## src/rtl/load_writeback_unit_pkg.sv

```systemverilog
// Shared definitions for the load/writeback path:
// widths, RV32I load encodings, FSM states and legality helpers.
package load_writeback_unit_pkg;

   localparam int DATA_WIDTH   = 32;
   localparam int ADDR_WIDTH   = 32;
   localparam int NUM_REGISTER = 32;

   localparam logic [2:0] F3_LB  = 3'b000;
   localparam logic [2:0] F3_LH  = 3'b001;
   localparam logic [2:0] F3_LW  = 3'b010;
   localparam logic [2:0] F3_LBU = 3'b100;
   localparam logic [2:0] F3_LHU = 3'b101;

   typedef enum logic [1:0] {
      IDLE = 2'd0,
      REQ  = 2'd1,
      WB   = 2'd2
   } state_t;

   function automatic logic f3_legal(input logic [2:0] f3);
      return (f3 == F3_LB) || (f3 == F3_LH) || (f3 == F3_LW) ||
             (f3 == F3_LBU) || (f3 == F3_LHU);
   endfunction

   function automatic logic misaligned(input logic [2:0] f3,
                                       input logic [1:0] off);
      logic m;
      m = 1'b0;
      if ((f3 == F3_LH) || (f3 == F3_LHU)) m = off[0];
      if (f3 == F3_LW) m = (off != 2'b00);
      return m;
   endfunction

endpackage

```

## src/rtl/load_writeback_unit_extend.sv

```systemverilog
// Byte/half/word lane select with sign or zero extension.
// Pure combinational; reusable by a store/AMO return path.
module load_extend
   import load_writeback_unit_pkg::*;
#(
   parameter int DW = DATA_WIDTH
) (
   input  logic [2:0]    funct3,
   input  logic [1:0]    offset,
   input  logic [DW-1:0] word,
   output logic [DW-1:0] data
);

   logic [7:0]  b;
   logic [15:0] h;

   // Pick the addressed lane, then extend by load kind
   always_comb begin
      b    = word[{offset, 3'b000} +: 8];
      h    = word[{offset[1], 4'b0000} +: 16];
      data = '0;
      case (funct3)
         F3_LB:   data = {{(DW-8){b[7]}}, b};
         F3_LBU:  data = {{(DW-8){1'b0}}, b};
         F3_LH:   data = {{(DW-16){h[15]}}, h};
         F3_LHU:  data = {{(DW-16){1'b0}}, h};
         F3_LW:   data = word;
         default: data = '0;
      endcase
   end

endmodule

```

## src/rtl/load_writeback_unit.sv

```systemverilog
// Multi-cycle load unit: checks, one word read via req/ack,
// then a single registered register-file write.
module load_writeback_unit
   import load_writeback_unit_pkg::*;
#(
   parameter int DATA_WIDTH     = load_writeback_unit_pkg::DATA_WIDTH,
   parameter int ADDR_WIDTH     = load_writeback_unit_pkg::ADDR_WIDTH,
   parameter int NUM_REGISTER   = load_writeback_unit_pkg::NUM_REGISTER,
   parameter int TIMEOUT_CYCLES = 255,
   localparam int RW = $clog2(NUM_REGISTER),
   localparam int CW = $clog2(TIMEOUT_CYCLES + 1)
) (
   input  logic                  i_clk,
   input  logic                  i_rst_n,
   input  logic                  i_load_valid,
   output logic                  o_load_ready,
   input  logic [2:0]            i_funct3,
   input  logic [ADDR_WIDTH-1:0] i_addr,
   input  logic [RW-1:0]         i_rd_addr,
   output logic                  o_mem_req,
   output logic [ADDR_WIDTH-1:0] o_mem_addr,
   input  logic                  i_mem_ack,
   input  logic [DATA_WIDTH-1:0] i_mem_rdata,
   output logic                  o_rf_we,
   output logic [RW-1:0]         o_rf_waddr,
   output logic [DATA_WIDTH-1:0] o_rf_wdata,
   output logic                  o_busy,
   output logic [RW-1:0]         o_pending_rd,
   output logic                  o_fault
);

   state_t                state;
   logic [2:0]            f3_q;
   logic [ADDR_WIDTH-1:0] addr_q;
   logic [RW-1:0]         rd_q;
   logic [CW-1:0]         cnt;
   logic [DATA_WIDTH-1:0] ext;

   load_extend #(.DW(DATA_WIDTH)) u_ext (
      .funct3 (f3_q),
      .offset (addr_q[1:0]),
      .word   (i_mem_rdata),
      .data   (ext)
   );

   assign o_load_ready = (state == IDLE);
   assign o_busy       = (state != IDLE);
   assign o_mem_req    = (state == REQ);
   assign o_mem_addr   = (state == REQ) ?
                         {addr_q[ADDR_WIDTH-1:2], 2'b00} : '0;
   assign o_pending_rd = o_busy ? rd_q : '0;

   // FSM with registered fault pulse and writeback outputs
   always_ff @(posedge i_clk or negedge i_rst_n) begin
      if (!i_rst_n) begin
         state      <= IDLE;
         f3_q       <= '0;
         addr_q     <= '0;
         rd_q       <= '0;
         cnt        <= '0;
         o_fault    <= 1'b0;
         o_rf_we    <= 1'b0;
         o_rf_waddr <= '0;
         o_rf_wdata <= '0;
      end else begin
         o_fault    <= 1'b0;
         o_rf_we    <= 1'b0;
         o_rf_waddr <= '0;
         o_rf_wdata <= '0;
         case (state)
            IDLE: begin
               if (i_load_valid) begin
                  if (!f3_legal(i_funct3) ||
                      misaligned(i_funct3, i_addr[1:0])) begin
                     o_fault <= 1'b1;
                  end else begin
                     f3_q   <= i_funct3;
                     addr_q <= i_addr;
                     rd_q   <= i_rd_addr;
                     cnt    <= '0;
                     state  <= REQ;
                  end
               end
            end
            REQ: begin
               if (i_mem_ack) begin
                  o_rf_we    <= (rd_q != '0);
                  o_rf_waddr <= rd_q;
                  o_rf_wdata <= ext;
                  cnt        <= '0;
                  state      <= WB;
               end else if (cnt == CW'(TIMEOUT_CYCLES - 1)) begin
                  o_fault <= 1'b1;
                  cnt     <= '0;
                  state   <= IDLE;
               end else begin
                  cnt <= cnt + CW'(1);
               end
            end
            WB:      state <= IDLE;
            default: state <= IDLE;
         endcase
      end
   end

endmodule

```

## config.mk

```make
export PLATFORM = sky130hd
export DESIGN_NAME = load_writeback_unit
export DESIGN_NICKNAME = d
export VERILOG_FILES = /design/src/rtl/load_writeback_unit_pkg.sv /design/src/rtl/load_writeback_unit_extend.sv /design/src/rtl/load_writeback_unit.sv
export SDC_FILE = /design/constraint.sdc
export NUM_CORES = 1
export LEC_CHECK = 0
export CORE_MARGIN = 5
export CORE_UTILIZATION = 30
export DETAILED_ROUTE_END_ITERATION = 6
export GPL_ROUTABILITY_DRIVEN = 1
export PLACE_DENSITY = 0.56
export SLEW_MARGIN = 20
export SYNTH_ARGS = -nofsm -noshare
export SYNTH_HDL_FRONTEND = slang
export SYNTH_HIERARCHICAL = 1
export SYNTH_SLANG_ARGS = --single-unit
```

## constraint.sdc

```tcl
create_clock -name i_clk -period 2.8 [get_ports i_clk]
set_input_delay 0.56 -clock i_clk [delete_from_list [all_inputs] [get_ports i_clk]]
set_output_delay 0.56 -clock i_clk [all_outputs]
set_load 0.01 [all_outputs]
```

==> summary.md <==
| Metric | Value |
|---|---|
| Layout Cells excl Fill | 711 |
| Pin slew with the least headroom to its limit | 0.652 ns |
| Area grow syn2layout | 44.4% |
| Critical Path End Type | primary output |
| Initial Util | 30.5% |
| Diodes inserted | 0 |
| Yosys reg bits | 89 |
| # Post-CTS Setup Buffers | 0 |
| Final Cycle Share | 91.1% |
| Combinational power share | 30.8% |
| Worst EP arrival | 1.99 ns |
| Sequential area share after synthesis | 50.4% |
| Post-synthesis compound-gate area fraction | 10.8% |
| Clock Power Share | 30.3% |
| Worst R2R Setup Slack | 0.79 ns |
| Cell Area, Synth | 4420 sq um |
| IO Port Bufs | 152 |
| Vias in the first global route | 3563 |
| Avg Cell Area, Syn | 11.6 sq um |
| Min Tclk post-route | 2.55 ns |
| Drt total wl | 12400 um |
| Final hold viol count | 0 |
| M2 GR Usage | 23.6% |
| Cell count after synthesis | 382 |
| Latest clock arrival within the worst-skew pair | 0.33 ns |
| CTS tree | built |
| Drt first pass iters | 4 |
| Dpl hpwl | 9430 um |
| Outcome | completed |
| Max incr delay on CP | 0.54 ns |
| Slew HR | 56.5% |
| Ys Warns | 6 |
| Switching share of power | 29.3% |
| Skew final | 0.00846 ns |
| Final core occ | 44.1% |
| RSZ-0062 raised after global routing | no |
| Leak | 2.83 nW |
| Max Fclk | 392 MHz |
| CORE AREA | 14500 sq um |
| Nets | 600 |
| Final slew viol count | 0 |
| Cell area after layout | 6380 sq um |
| Nature of the critical path startpoint | register |
| Vias per std cell | 4.87 |
| DRC | 0 |
| Setup violators final | 0 |
| Chip height | 131 um |
| Post-route ant nets | 0 |
| Sequential power share | 38.8% |
| Worst vdd ir | 0.000328 V |
| Std cell rows | 44 |
| Simple-gate share of the synthesized area | 20.1% |
| Global Route met3 Usage | 2.75% |
| Total congestion overflow | 0 |
| Area leader, netlist | dfrtp_1 |
| Critical Path Fanout Max | 33 |
| Via count | 3463 |
| Initial antenna violation count | 0 |
| IO Pins | 155 |
| Int Power | 3.07 mW |
| Drt wl/cell | 17.5 um |
| Crit Path Category | reg -> out |
| Largest net degree at the start of global routing | 55 |
| Multiplexer share of the synthesized area | 12.5% |
| Post-cts sizing count | 0 |
| Worst min-delay path class | in -> async |
| Synth Area in Adders | 0.566% |
| Final setup TNS | 0 ns |
| Post-Synth XOR/XNOR Area | 0.198% |
| Met1 usage | 17.2% |
| Largest cells by area after synthesis | dfrtp_1 (50%), mux2_2 (8.4%), and3_1 (5.7%) |
| Fin Hold WS | 0.174 ns |
| Die X | 131 um |
| R2R Path End | cnt[7] |
| Distinct cells, synth | 51 |
| Worst-case clock buffer depth | 2 |
| Global-route wire length before repair | 19600 um |
| Cell Pwr Density | 682 nW/um^2 |
| DP Area | 6050 sq um |
| H-tree levels | 3 |
| CTS Buf Count | 9 |
| Top cell type's share of synthesized area | 50.4% |
| Most frequent cells in the layout | clkdlybuf4s50_1 (151), dfrtp_1 (89), and3_1 (40) |
| Die footprint | 17300 sq um |
| Clock Sinks | 89 |
| Hold_buf cts | 0 |
| Crit Reg-Reg Startpoint | state[1] |
| Cells after DPL | 695 |
| Commonest non-fill, non-tap cell in the layout | clkdlybuf4s50_1 |
| Clock root buffer | clkbuf_16 |
| Critical Path, Cell by Cell | nand2b_1 -> inv_4 -> and2_1 -> clkdlybuf4s50_1 |
| Layout cells sized above 1 | 13.7% |
| Largest family of logic cells by synthesized area | simple AND/OR/NAND/NOR gates |
| Slowest CP cell | clkdlybuf4s50_1 |
| Max-cap violations | 0 |
| Total Routing Usage GR | 14.0% |
| DRT iter0 DRCs | 236 |
| WP data required | 2.24 ns |
| FF-to-FF path depth | 6 |
| Clock Pin Slew Worst Setup and Hold Paths | 0.07 ns |
| GP Congestion | 0.810 |
| Net Sw Power | 1.28 mW |
| Grt peak-use layer | met2 |
[sequential cells by signal, summed over array words and instances (netlist names)]
name,flops
rd_q,5
o_rf_waddr,5
o_fault,1
cnt,8
f3_q,3
state,2
o_rf_we,1
o_rf_wdata,32
addr_q,32
[per-layer routing]
metal  vias to the layer above  share of wire [%]  routed length [um]
li1                       1657                  -                   -
met3                        26                5.6                 702
met1                      1670                 41                5060
met5                         -                  0                   0
met4                         0                3.5                 435
met2                       110                 50                6250
[cell families (layout without fill, tap and decap cells)]
group	count (synthesis)	after routing
AO/OA/AOI/OAI	54	54
XOR/XNOR	1	1
adder cells (fa/ha/maj)	2	2
buffers and inverters	38	182
flip-flops	89	89
multiplexers	50	50
other	1	2
AND/OR/NAND/NOR	147	147
[worst max path at each step]
stage | slack [ns] | cells past startpoint | startpoint | end
floorplan | 0.89 | 5 | state[1] | o_mem_addr[10]
global placement | 0.43 | 5 | i_addr[0] | addr_q[7]
detailed placement | 0.39 | 5 | i_addr[0] | addr_q[9]
CTS | 0.08 | 4 | state[1] | o_mem_addr[31]
global route | 0.11 | 4 | state[1] | o_mem_addr[28]
finish | 0.25 | 4 | state[1] | o_mem_addr[31]
[area by class of cell]
type / count / area (sq um)
multi-input cells: 256 / 1960
well taps: 184 / 230
clock inverters: 4 / 73.8
inverters: 5 / 21.3
repair buffers: 161 / 1610
fillers: 1340 / 8100
flip-flops and latches: 89 / 2230
clock buffers: 12 / 256
[through the flow]
stage          setup slack, ns  power [mW]
2_1_floorplan            0.892        2.53
3_3_place_gp             0.426        3.05
3_5_place_dp             0.394        3.07
4_1_cts                 0.0848        4.41
5_1_grt                  0.109        4.59
6_report                 0.249        4.35
[Yosys cell counts (all sizes together)]
library cell / count
clkbuf: 15
and3b: 1
o21ai: 6
a22oi: 1
nor2: 11
or4: 2
nor4b: 1
nor2b: 8
nand4: 3
a32oi: 2
o211ai: 19
a221o: 6
a21o: 1
ha: 2
dfrtp: 89
mux2i: 7
o211a: 1
o2bb2ai: 1
nand2b: 5
nor4: 1
or3b: 1
and2: 33
xnor2: 1
and3: 40
inv: 5
nor3: 4
mux2: 43
o21a: 1
nand3: 21
conb: 1
buf: 18
a21oi: 2
nor3b: 4
or2: 1
a22o: 1
nand2: 11
o221ai: 8
a211o: 5
[power by group through the flow]
stage	registers, mW	logic, mW	clock network, mW
2_1_floorplan	1.65	0.882	0
6_report	1.69	1.34	1.32
3_3_place_gp	1.71	1.33	0
3_5_place_dp	1.71	1.35	0
4_1_cts	1.69	1.36	1.36
5_1_grt	1.72	1.46	1.41
[worst max-delay path, delay by kind of cell (launching register included)]
family                 cells  cell delay, ns
buffers and inverters      2            0.79
and+or+nand+nor            2            0.43
DFF                        1            0.42
(Power assumes the default switching activity.)
